[src/rtl/mult_div_pkg.sv]
// Shared definitions for the iterative multiply/divide unit.
// Holds op and state encodings, iteration count and helpers.
package mult_div_pkg;

    typedef enum logic [1:0] {
        OP_MULT  = 2'b00,
        OP_MULTU = 2'b01,
        OP_DIV   = 2'b10,
        OP_DIVU  = 2'b11
    } op_e;

    typedef enum logic [1:0] {
        ST_IDLE = 2'b00,
        ST_CALC = 2'b01,
        ST_FIX  = 2'b10
    } state_e;

    localparam int          ITERATIONS        = 32;
    localparam logic [4:0]  LAST_COUNT        = 5'(ITERATIONS - 1);
    localparam logic [31:0] DIV_ZERO_QUOTIENT = 32'hFFFFFFFF;

    function automatic logic [31:0] abs32(input logic [31:0] v);
        return v[31] ? (~v + 32'd1) : v;
    endfunction

endpackage

[src/rtl/add_sub33.sv]
// 33-bit adder/subtractor shared by multiply accumulate and divide trial.
// Ports: i_a, i_b operands; i_sub selects a-b; o_sum 33-bit result.
module add_sub33 (
    input  logic [32:0] i_a,
    input  logic [32:0] i_b,
    input  logic        i_sub,
    output logic [32:0] o_sum
);

    assign o_sum = i_a + (i_b ^ {33{i_sub}}) + {32'd0, i_sub};

endmodule

[src/rtl/mult_div_unit.sv]
// Iterative MULT/MULTU/DIV/DIVU unit with architectural HI/LO registers.
// Ports: clk, reset, start/op/operandA/operandB launch an op;
// hiWrite/loWrite/writeData for MTHI/MTLO; busy, done, divByZero, hi, lo.
module mult_div_unit
    import mult_div_pkg::*;
#(
    parameter int WIDTH = 32
) (
    input  logic             clk,
    input  logic             reset,
    input  logic             start,
    input  logic [1:0]       op,
    input  logic [WIDTH-1:0] operandA,
    input  logic [WIDTH-1:0] operandB,
    input  logic             hiWrite,
    input  logic             loWrite,
    input  logic [WIDTH-1:0] writeData,
    output logic             busy,
    output logic             done,
    output logic             divByZero,
    output logic [WIDTH-1:0] hi,
    output logic [WIDTH-1:0] lo
);

    state_e      r_state;
    logic [4:0]  r_count;
    logic        r_is_div;
    logic        r_sign_q;
    logic        r_sign_r;
    logic        r_dbz;
    logic [31:0] r_orig_a;
    logic [31:0] r_mcand;
    logic [31:0] r_acc_hi;
    logic [31:0] r_acc_lo;
    logic [31:0] r_hi;
    logic [31:0] r_lo;
    logic        r_busy;
    logic        r_done;
    logic        r_div_zero;

    logic        w_op_div;
    logic        w_op_signed;
    logic [31:0] w_abs_a;
    logic [31:0] w_abs_b;
    logic [32:0] w_add_a;
    logic [32:0] w_sum;
    logic [32:0] w_mul_acc;
    logic        w_take;
    logic [31:0] w_rem_next;
    logic [63:0] w_prod;
    logic [63:0] w_prod_fix;
    logic [31:0] w_quo_fix;
    logic [31:0] w_rem_fix;
    logic [31:0] w_res_hi;
    logic [31:0] w_res_lo;

    assign w_op_div    = (op == OP_DIV) || (op == OP_DIVU);
    assign w_op_signed = (op == OP_MULT) || (op == OP_DIV);
    assign w_abs_a     = w_op_signed ? abs32(operandA) : operandA;
    assign w_abs_b     = w_op_signed ? abs32(operandB) : operandB;

    // Divide: shifted remainder {rem, quo[31]}; multiply: {0, P_hi}.
    assign w_add_a = r_is_div ? {r_acc_hi, r_acc_lo[31]}
                              : {1'b0, r_acc_hi};

    add_sub33 u_add_sub33 (
        .i_a   (w_add_a),
        .i_b   ({1'b0, r_mcand}),
        .i_sub (r_is_div),
        .o_sum (w_sum)
    );

    assign w_mul_acc  = r_acc_lo[0] ? w_sum : {1'b0, r_acc_hi};
    assign w_take     = ~w_sum[32];
    assign w_rem_next = w_take ? w_sum[31:0]
                               : {r_acc_hi[30:0], r_acc_lo[31]};

    assign w_prod     = {r_acc_hi, r_acc_lo};
    assign w_prod_fix = r_sign_q ? (64'd0 - w_prod) : w_prod;
    assign w_quo_fix  = r_sign_q ? (32'd0 - r_acc_lo) : r_acc_lo;
    assign w_rem_fix  = r_sign_r ? (32'd0 - r_acc_hi) : r_acc_hi;

    // Divide by zero reports the dividend as originally supplied.
    assign w_res_hi = !r_is_div ? w_prod_fix[63:32] :
                      r_dbz     ? r_orig_a : w_rem_fix;
    assign w_res_lo = !r_is_div ? w_prod_fix[31:0] :
                      r_dbz     ? DIV_ZERO_QUOTIENT : w_quo_fix;

    always_ff @(posedge clk) begin
        if (reset) begin
            r_state    <= ST_IDLE;
            r_count    <= 5'd0;
            r_is_div   <= 1'b0;
            r_sign_q   <= 1'b0;
            r_sign_r   <= 1'b0;
            r_dbz      <= 1'b0;
            r_orig_a   <= 32'd0;
            r_mcand    <= 32'd0;
            r_acc_hi   <= 32'd0;
            r_acc_lo   <= 32'd0;
            r_hi       <= 32'd0;
            r_lo       <= 32'd0;
            r_busy     <= 1'b0;
            r_done     <= 1'b0;
            r_div_zero <= 1'b0;
        end else begin
            r_done     <= 1'b0;
            r_div_zero <= 1'b0;
            unique case (r_state)
                ST_IDLE: begin
                    if (hiWrite) r_hi <= writeData;
                    if (loWrite) r_lo <= writeData;
                    if (start) begin
                        r_is_div <= w_op_div;
                        r_sign_q <= w_op_signed &
                                    (operandA[31] ^ operandB[31]);
                        r_sign_r <= w_op_signed & operandA[31];
                        r_dbz    <= w_op_div & (operandB == 32'd0);
                        r_orig_a <= operandA;
                        r_mcand  <= w_op_div ? w_abs_b : w_abs_a;
                        r_acc_hi <= 32'd0;
                        r_acc_lo <= w_op_div ? w_abs_a : w_abs_b;
                        r_count  <= 5'd0;
                        r_busy   <= 1'b1;
                        r_state  <= ST_CALC;
                    end
                end
                ST_CALC: begin
                    if (r_is_div) begin
                        r_acc_hi <= w_rem_next;
                        r_acc_lo <= {r_acc_lo[30:0], w_take};
                    end else begin
                        r_acc_hi <= w_mul_acc[32:1];
                        r_acc_lo <= {w_mul_acc[0], r_acc_lo[31:1]};
                    end
                    r_count <= r_count + 5'd1;
                    if (r_count == LAST_COUNT) r_state <= ST_FIX;
                end
                ST_FIX: begin
                    r_hi       <= w_res_hi;
                    r_lo       <= w_res_lo;
                    r_done     <= 1'b1;
                    r_div_zero <= r_dbz;
                    r_busy     <= 1'b0;
                    r_state    <= ST_IDLE;
                end
                default: r_state <= ST_IDLE;
            endcase
        end
    end

    assign busy      = r_busy;
    assign done      = r_done;
    assign divByZero = r_div_zero;
    assign hi        = r_hi;
    assign lo        = r_lo;

endmodule

[config.mk]
export PLATFORM = sky130hd
export DESIGN_NAME = mult_div_unit
export DESIGN_NICKNAME = d
export VERILOG_FILES = /design/src/rtl/mult_div_pkg.sv /design/src/rtl/add_sub33.sv /design/src/rtl/mult_div_unit.sv
export SDC_FILE = /design/constraint.sdc
export NUM_CORES = 1
export LEC_CHECK = 0
export ABC_AREA = 1
export BUFFER_PORTS_ARGS = -buffer_cell sky130_fd_sc_hd__buf_2
export CAP_MARGIN = 20
export CORE_ASPECT_RATIO = 0.6
export CORE_UTILIZATION = 31
export CTS_CLUSTER_SIZE = 16
export DETAILED_ROUTE_END_ITERATION = 10
export PLACE_DENSITY_LB_ADDON = 0.08
export SETUP_SLACK_MARGIN = 0.02
export SKIP_CTS_REPAIR_TIMING = 1
export SYNTH_ARGS = -nofsm -noshare
export SYNTH_HDL_FRONTEND = slang
export SYNTH_SLANG_ARGS = --single-unit
[constraint.sdc]
create_clock -name clk -period 5 [get_ports clk]
set_input_delay 0.75 -clock clk [delete_from_list [all_inputs] [get_ports clk]]
set_output_delay 0.75 -clock clk [all_outputs]
set_load 0.01 [all_outputs]
==> flow_summary.json, run 1 <==
{
  "outcome": "finished clean",
  "dr_wl_met3_mm": 12.0,
  "rsz0062_at_grt": "false",
  "first_global_vias": 19200,
  "cp.arrival_ps": 4350,
  "synth_area_mm2": 0.0178,
  "fp.coreArea_mm2": 0.0563,
  "hold_ws_ps": 460,
  "grt_pass1_wl_mm": 135,
  "hpwl_mm": 74.6,
  "cp-start-kind": "flop",
  "drc": 0,
  "drt-total-wl_mm": 94.1,
  "synthesis.nets": 3149,
  "cts_root_buf": "clkbuf_16",
  "setup_viol": 0,
  "seq_area_frac_synth_pct": 23.2,
  "first_pass_iters": 5,
  "grt_overflow": 0,
  "power.leakage_nw": 9.09,
  "antenna_found_initial": 3,
  "cp_data_required_time_ps": 5440,
  "relSlewSlack_pct": 21.8,
  "cp_max_fo": 22,
  "num_vias": 21300,
  "layout-drive-gt1-share_pct": 12.0,
  "cts_tree": "yes",
  "fin_crit_ps": 3910,
  "routed.top_layer": "met5",
  "design_area_mm2": 0.0200,
  "ys_warn_count": 0,
  "synth_enable_flop_cells": 0,
  "gp_congestion": 0.987,
  "criticalPathCategory": "flop to flop",
  "die_h_um": 187,
  "worstMarginPinSlew_ps": 1160,
  "hold_path_class": "input port to flop",
  "crit_path_end_kind": "flop",
  "grt_max_degree": 158,
  "ant_nets": 0,
  "start_util_pct": 31.6,
  "hold_violations": 0,
  "cts_sinks": 206,
  "tns_ps": 0,
  "drv_cap": 0,
  "fmax_mhz": 255,
  "synth-seq-cells": 206,
  "met1Wirelength_mm": 47.1,
  "post-route-util_pct": 35.5,
  "dpl_cell_area_mm2": 0.0191,
  "ys_types": 54,
  "syn_area_per_cell_um2": 5.91,
  "numCtsBuffers": 24,
  "async_reset_ff_share_pct": 0,
  "clk_pin_slew_ps": 70,
  "synth_cells": 3008,
  "chipWidth_um": 311,
  "io_pins": 170,
  "dieArea_mm2": 0.0583,
  "skew_ps": 31.2,
  "period_share_pct": 78.3,
  "insertion_delay_ps": 590,
  "synth-main-ff-cell": "dfxtp_1",
  "met2_length_mm": 33.6,
  "antenna_cells": 0,
  "routed_via_density": 5.57,
  "ir_drop_mv": 0.219,
  "powerDensity_mw_per_mm2": 318,
  "rows": 67,
  "timing.final.max_slew_violations": 0,
  "syn_to_final_growth_pct": 12.4,
  "grt_usage_pct": 31.3,
  "port_buffers": 169,
  "cts_buffer_depth": 3,
  "wl_per_cell_um": 24.6,
  "dr.first_iter.drc_count": 2753,
  "finalNetCount": 3193,
  "cts_max_level": 1
}
==> area by class of cell <==
type	instances	area, µm²
multi-input combinational	2363	11900
clock buffer	31	698
sequential	206	4130
fill	6396	36300
timing repair buffer	201	1110
clock inverter	12	181
tap	759	950
inverter	256	967
==> final timing paths <==
path / from / to / slack, ps / cells after the start
min reg2reg: busy / busy / 460 / 2
min: operandA[28] / r_orig_a[28] / 460 / 3
max reg2reg: r_is_div / r_acc_hi[1] / 1090 / 16
max: r_is_div / r_acc_hi[1] / 1090 / 16
==> metal layers <==
metal	up-vias	track usage (%)
li1	10000	-
met1	10300	49.6
met2	965	38.7
met3	71	11.3
met4	2	5.10
met5	-	0
==> cells in the mapped netlist (3+ instances only) <==
master | n | area [µm²]
nand2_1 | 741 | 2780
a21oi_1 | 392 | 1960
nor2_1 | 311 | 1170
o21ai_0 | 288 | 1440
inv_1 | 236 | 886
dfxtp_1 | 206 | 4120
nand3_1 | 163 | 816
clkbuf_1 | 119 | 447
xor2_1 | 117 | 1020
nor3_1 | 43 | 215
ha_1 | 37 | 463
o21ai_1 | 34 | 170
buf_2 | 29 | 145
buf_1 | 26 | 97.6
o211ai_1 | 23 | 173
o21ai_2 | 20 | 175
inv_2 | 18 | 67.6
nor2_2 | 18 | 113
nand3_2 | 16 | 160
nand4_1 | 16 | 100
o221ai_1 | 16 | 140
a21oi_2 | 12 | 105
a31oi_1 | 12 | 75.1
xnor2_1 | 12 | 105
nand2_2 | 10 | 62.6
nand3b_1 | 9 | 67.6
o31ai_1 | 9 | 67.6
nor3_2 | 8 | 80.1
buf_6 | 6 | 67.6
o21bai_1 | 6 | 45.0
nor4_1 | 5 | 31.3
or2_2 | 5 | 31.3
a21o_1 | 4 | 30.0
nor2_4 | 4 | 45.0
or2_1 | 4 | 25.0
a21boi_0 | 3 | 22.5
nand2_4 | 3 | 33.8
o21a_1 | 3 | 22.5
or2_0 | 3 | 18.8
==> worst max-delay path, cell delays in order (launching register included) <==
cell and delay [ps]:
dfxtp_4 360, clkinv_2 240, buf_4 300, a21oi_1 340, ha_1 370, a21oi_1 230
o21ai_0 200, a21oi_1 260, nand2_4 140, nand2_4 90, nand2_2 60, nand2_1 70
nand3_2 220, inv_2 620, o21ai_1 120, nand2_1 80, a21oi_1 50
==> registers in the layout, indices dropped and copies added (netlist names), 2 cells and up <==
signal / cells
hi: 32
lo: 32
r_acc_hi: 32
r_acc_lo: 32
r_count: 5
r_mcand: 32
r_orig_a: 32
r_state: 2
==> cells by family (layout without fill, tap and decap cells) <==
kind of cell             Yosys count  after routing  share of synthesized area (%)
flip-flops                       206            206                           23.2
AND/OR/NAND/NOR                 1365           1365                           32.6
AO/OA/AOI/OAI                    831            831                           25.3
XOR/XNOR                         129            129                           6.36
adder cells (fa/ha/maj)           38             38                           2.72
buffers and inverters            439            500                           9.79
==> cells in the final DEF, fill, tap and decap left out, types with 37 or more instances in the layout <==
cell type,n
nor2_1,307
a21oi_1,392
xor2_1,117
dfxtp_1,204
nor3_1,43
ha_1,37
inv_1,234
nand2_1,741
buf_2,169
o21ai_0,286
nand3_1,163
==> metrics by stage <==
step / worst slack (ps) / instances / power (W)
2_1_floorplan: 1920 / 3008 / 0.00341
3_3_place_gp: 1180 / 3785 / 0.00428
3_5_place_dp: 1160 / 3785 / 0.00427
4_1_cts: 1190 / 3828 / 0.00629
5_1_grt: 824 / 3828 / 0.00666
6_report: 1090 / 3828 / 0.00635
==> report_power, final <==
group / switching [W] / internal, W / total [W] / leakage [nW]
logic: 0.00164 / 0.000670 / 0.00231 / 6.96
registers: 0.000234 / 0.00178 / 0.00201 / 1.70
clock network: 0.000865 / 0.00116 / 0.00202 / 0.429
Power figures use the tool's default switching activity.
==> inputs of run 2 (changes only) <==
clock period = 3.69 ns   (was 5 ns; I/O delays follow)
==> run 2 against run 1 <==
  * Utilization is 0.73 points higher
  * Die area is the same
  * Cell area increased by 2.1%
  * Count of clock-buffer cells in the layout did not move
  * Routed wire length grew 1.6%
  * Sequential share of layout area is 0.42 points lower
  * Highest routed layer unchanged
  * Via count grew 0.60%
  * Sequential cell count is the same
  * Register-to-register slack lost 1000 ps
  * Total power grew 36%
==> flow_summary.json, run 2 (synthesis gave the netlist of run 1 again) <==
{
  "fmax_mhz": 276,
  "insertion_delay_ps": 610,
  "numCtsBuffers": 26,
  "worstMarginPinSlew_ps": 1040,
  "timing.rr.start": "r_is_div",
  "fin_crit_ps": 3630,
  "gp_congestion": 0.968,
  "first_pass_iters": 6,
  "grt_max_degree": 70,
  "first_global_vias": 19200,
  "grt_overflow": 0,
  "outcome": "finished clean",
  "skew_ps": 28.6,
  "cts_buffer_depth": 3,
  "io_pins": 170,
  "chipWidth_um": 311,
  "cts_sinks": 206,
  "reg2reg_to": "r_acc_hi[22]",
  "setup_viol": 0,
  "hold_violations": 0,
  "period_share_pct": 98.3,
  "rrSetupSlack_ps": 60,
  "ir_drop_mv": 0.315,
  "crit_path_end_kind": "flop",
  "fp.coreArea_mm2": 0.0563,
  "num_vias": 21500,
  "hpwl_mm": 76.2,
  "start_util_pct": 31.6,
  "drt-total-wl_mm": 95.7,
  "clk_pin_slew_ps": 70,
  "r2r_cells": 16,
  "antenna_found_initial": 2,
  "cp_max_fo": 58,
  "layout-drive-gt1-share_pct": 13.5,
  "relSlewSlack_pct": 30.7,
  "powerDensity_mw_per_mm2": 423,
  "routed_via_density": 5.53,
  "drc": 0,
  "timing.final.max_slew_violations": 0,
  "criticalPathCategory": "flop to flop",
  "grt_pass1_wl_mm": 137,
  "cts_root_buf": "clkbuf_16",
  "layout_common_cells": "741 x nand2_1, 391 x a21oi_1, 308 x nor2_1",
  "cts_max_level": 1,
  "drv_cap": 0,
  "rows": 67,
  "wl_per_cell_um": 24.6,
  "cp_data_required_time_ps": 4220,
  "antenna_cells": 0,
  "hold_path_depth": 3,
  "tns_ps": 0,
  "rsz0062_at_grt": "true",
  "cts_tree": "yes",
  "port_buffers": 169,
  "power.leakage_nw": 9.35,
  "mostFrequentLayoutCell": "nand2_1",
  "cp-start-kind": "flop",
  "die_h_um": 187,
  "total_power_w": 0.00862,
  "syn_to_final_growth_pct": 14.7,
  "finalNetCount": 3246,
  "ant_nets": 0,
  "whs_endpoint": "r_orig_a[11]",
  "dieArea_mm2": 0.0583,
  "cp.arrival_ps": 4160,
  "dr.first_iter.drc_count": 2784,
  "hold_path_class": "input port to flop",
  "grt_usage_pct": 31.7,
  "min_from": "operandA[11]"
}
## run 2: cell types whose count changed in the layout (fill, tap and decap cells not counted), moves of 2 or more
| cell | change |
|---|---|
| clkinv_2 | +3 |
| clkinvlp_4 | +2 |
| clkbuf_8 | -3 |
| buf_12 | +4 |
| buf_4 | +47 |
| clkbuf_1 | +2 |
| bufinv_16 | -2 |
| clkinv_4 | +2 |
## run 2: power by group
part / internal, W / switching (W)
sequential: 0.00241 / 0.000272
clock: 0.00143 / 0.00123
combinational: 0.000978 / 0.00230
total: 0.00482 / 0.00380
## run 2: metal layers
metal	track usage, %	part of all wire (%)	vias to the layer above	wire [µm]
met1	51.5	51	10300	48700
met2	40.9	37	964	35200
met4	3.68	1.1	2	1040
met3	8.37	11	68	10700
met5	0	0.0084	-	8
li1	-	-	10100	-
## run 2: area by class of cell
class,count,area (µm²)
inverter,256,967
fill,6355,35900
multi-input combinational,2363,12000
clock inverter,17,166
sequential,206,4130
tap,759,950
clock buffer,31,689
timing repair buffer,252,1540
## run 2: through the flow
stage	std cells	utilization [%]	worst slack [ps]	cell area (µm²)	hold WS (ps)
finish	3884	36.3	61.2	20400	252
global route	3884	36.3	19.5	20400	251
CTS	3884	36.3	171	20400	230
detailed placement	3836	34.7	197	19500	457
global placement	3836	34.7	5.92	19500	456
floorplan	3008	-	608	17800	430
## run 2: worst max path at each step
stage,end,slack [ps],start,cells after the start
2_1_floorplan,r_acc_hi[17],610,r_is_div,23
3_3_place_gp,r_acc_hi[22],6,r_is_div,12
3_5_place_dp,r_acc_hi[22],200,r_is_div,12
4_1_cts,r_acc_hi[22],170,r_is_div,12
5_1_grt,r_acc_hi[22],20,r_is_div,15
6_report,r_acc_hi[22],60,r_is_div,16
## run 2: worst max-delay path, stage by stage (launching register included)
cell and delay (ps):
dfxtp_4 360, clkinv_2 70, buf_12 250, nor2_1 110, a21oi_1 360, ha_1 360
nand2_1 150, inv_1 50, a21boi_0 380, o21ai_0 340, a21oi_1 330, nand2_1 100
nand2_1 180, nand3_1 120, a21oi_1 140, nand2_1 90, a21oi_2 110
==> inputs of run 3 (changes only) <==
--- a/config.mk
+++ b/config.mk
@@ -13,5 +13,5 @@
 export CTS_CLUSTER_SIZE = 16
 export DETAILED_ROUTE_END_ITERATION = 10
-export PLACE_DENSITY_LB_ADDON = 0.08
+export PLACE_DENSITY_LB_ADDON = 0.05
 export SETUP_SLACK_MARGIN = 0.02
 export SKIP_CTS_REPAIR_TIMING = 1
==> constraint.sdc (replaced) <==
create_clock -name clk -period 3.69 [get_ports clk]
set_input_delay 0.5535 -clock clk [delete_from_list [all_inputs] [get_ports clk]]
set_output_delay 0.5535 -clock clk [all_outputs]
set_load 0.02 [all_outputs]
==> run 3 against run 2 <==
  * Worst hold slack improved by 9.2 ps
  * First-iteration DRC count rose by 0.22%
  * Register-to-register slack improved by 140 ps
  * Cell area rose by 0.29%
  * Via count rose by 0.14%
==> flow_summary.json, run 3 (synthesis gave the netlist of run 1 again) <==
{
  "outcome": "finished clean",
  "timing.final.max_slew_violations": 0,
  "grt_pass1_wl_mm": 138,
  "timing.rr.start": "r_is_div",
  "cp_max_fo": 76,
  "fmax_mhz": 286,
  "power.leakage_nw": 9.38,
  "rows": 67,
  "period_share_pct": 94.6,
  "critPathCapture": "r_acc_hi[1]",
  "total_power_w": 0.00871,
  "dpl_cell_area_mm2": 0.0196,
  "port_buffers": 169,
  "worstMarginPinSlew_ps": 1090,
  "layout_common_cells": "741 x nand2_1, 391 x a21oi_1, 308 x nor2_1",
  "finalWorstSetupSlack_ps": 199,
  "reg2reg_to": "r_acc_hi[1]",
  "cp.arrival_ps": 3920,
  "min_from": "operandA[11]",
  "crit_path_end_kind": "flop",
  "rrSetupSlack_ps": 200,
  "layout-drive-gt1-share_pct": 13.8,
  "routed_via_density": 5.53,
  "numCtsBuffers": 25,
  "ant_nets": 0,
  "num_vias": 21500,
  "clk_pin_slew_ps": 70,
  "first_global_vias": 19500,
  "grt_max_degree": 77,
  "drv_cap": 0,
  "fp.coreArea_mm2": 0.0563,
  "rsz0062_at_grt": "true",
  "hpwl_mm": 76.8,
  "gp_congestion": 1.01,
  "drt-total-wl_mm": 96.7,
  "design_area_mm2": 0.0205,
  "cts_sinks": 206,
  "r2r_cells": 18,
  "crit_start": "r_is_div",
  "grt_usage_pct": 32.1,
  "setup_viol": 0,
  "cp_data_required_time_ps": 4120,
  "syn_to_final_growth_pct": 15.1,
  "cts_tree": "yes",
  "hold_path_class": "input port to flop",
  "cts_max_level": 1,
  "post-place-ws_ps": -172,
  "wl_per_cell_um": 24.9,
  "cp-start-kind": "flop",
  "cts_root_buf": "clkbuf_16",
  "fin_crit_ps": 3490,
  "powerDensity_mw_per_mm2": 426,
  "hold_ws_ps": 261,
  "hold_violations": 0,
  "grt_overflow": 0,
  "finalNetCount": 3253,
  "mostFrequentLayoutCell": "nand2_1",
  "dr.first_iter.drc_count": 2790,
  "insertion_delay_ps": 580,
  "io_pins": 170,
  "first_pass_iters": 6,
  "antenna_cells": 0,
  "chipWidth_um": 311,
  "ir_drop_mv": 0.319,
  "drc": 0,
  "cts_buffer_depth": 3,
  "start_util_pct": 31.6,
  "skew_ps": 13.4,
  "die_h_um": 187,
  "criticalPathCategory": "flop to flop",
  "relSlewSlack_pct": 27.5,
  "antenna_found_initial": 2,
  "dieArea_mm2": 0.0583
}
[run 3: metrics by stage]
step | cells | TNS [ps] | utilization (%)
final | 3889 | 0 | 36.4
after global routing | 3889 | 0 | 36.4
after CTS | 3889 | -5100 | 36.3
after detailed placement | 3844 | -4210 | 34.8
after global placement | 3844 | -6040 | 34.8
after floorplan | 3008 | 0 | -
[run 3: worst min-delay path by stage]
stage                         endpoint  cells past startpoint
after floorplan            r_orig_a[0]                      2
after global placement      r_count[3]                      2
after detailed placement    r_count[4]                      2
after CTS                 r_orig_a[11]                      3
after global routing      r_orig_a[30]                      3
final                     r_orig_a[11]                      3
[run 3: per-layer routing]
metal / GRT usage [%] / wire length (µm) / vias up
met5: 0 / 13 / -
met4: 4.19 / 1200 / 2
met3: 10.5 / 10800 / 64
met2: 40.9 / 35600 / 893
met1: 51.0 / 49100 / 10400
li1: - / - / 10100
[run 3: worst max-delay path: stages (launching register included)]
cell	delay [ps]
dfxtp_4	370
buf_12	380
xor2_1	540
ha_1	390
a21oi_2	190
inv_2	40
nor2_1	170
nand2_2	100
nand2_2	90
nand2_4	80
nand2_4	80
nand2_2	60
nand2_1	80
nand3_2	80
inv_2	250
buf_12	200
o21ai_1	90
nand2_1	60
a21oi_1	50
[run 3: layout make-up]
| type | instances | area, µm² |
|---|---|---|
| sequential | 206 | 4130 |
| timing repair buffer | 260 | 1590 |
| multi-input combinational | 2363 | 12000 |
| clock buffer | 30 | 684 |
| fill | 6267 | 35800 |
| clock inverter | 15 | 163 |
| tap | 759 | 950 |
| inverter | 256 | 967 |
[run 3: where the power goes]
| group | switching [W] | internal [W] |
|---|---|---|
| clock | 0.00119 | 0.00148 |
| combinational | 0.00239 | 0.000982 |
| sequential | 0.000261 | 0.00241 |
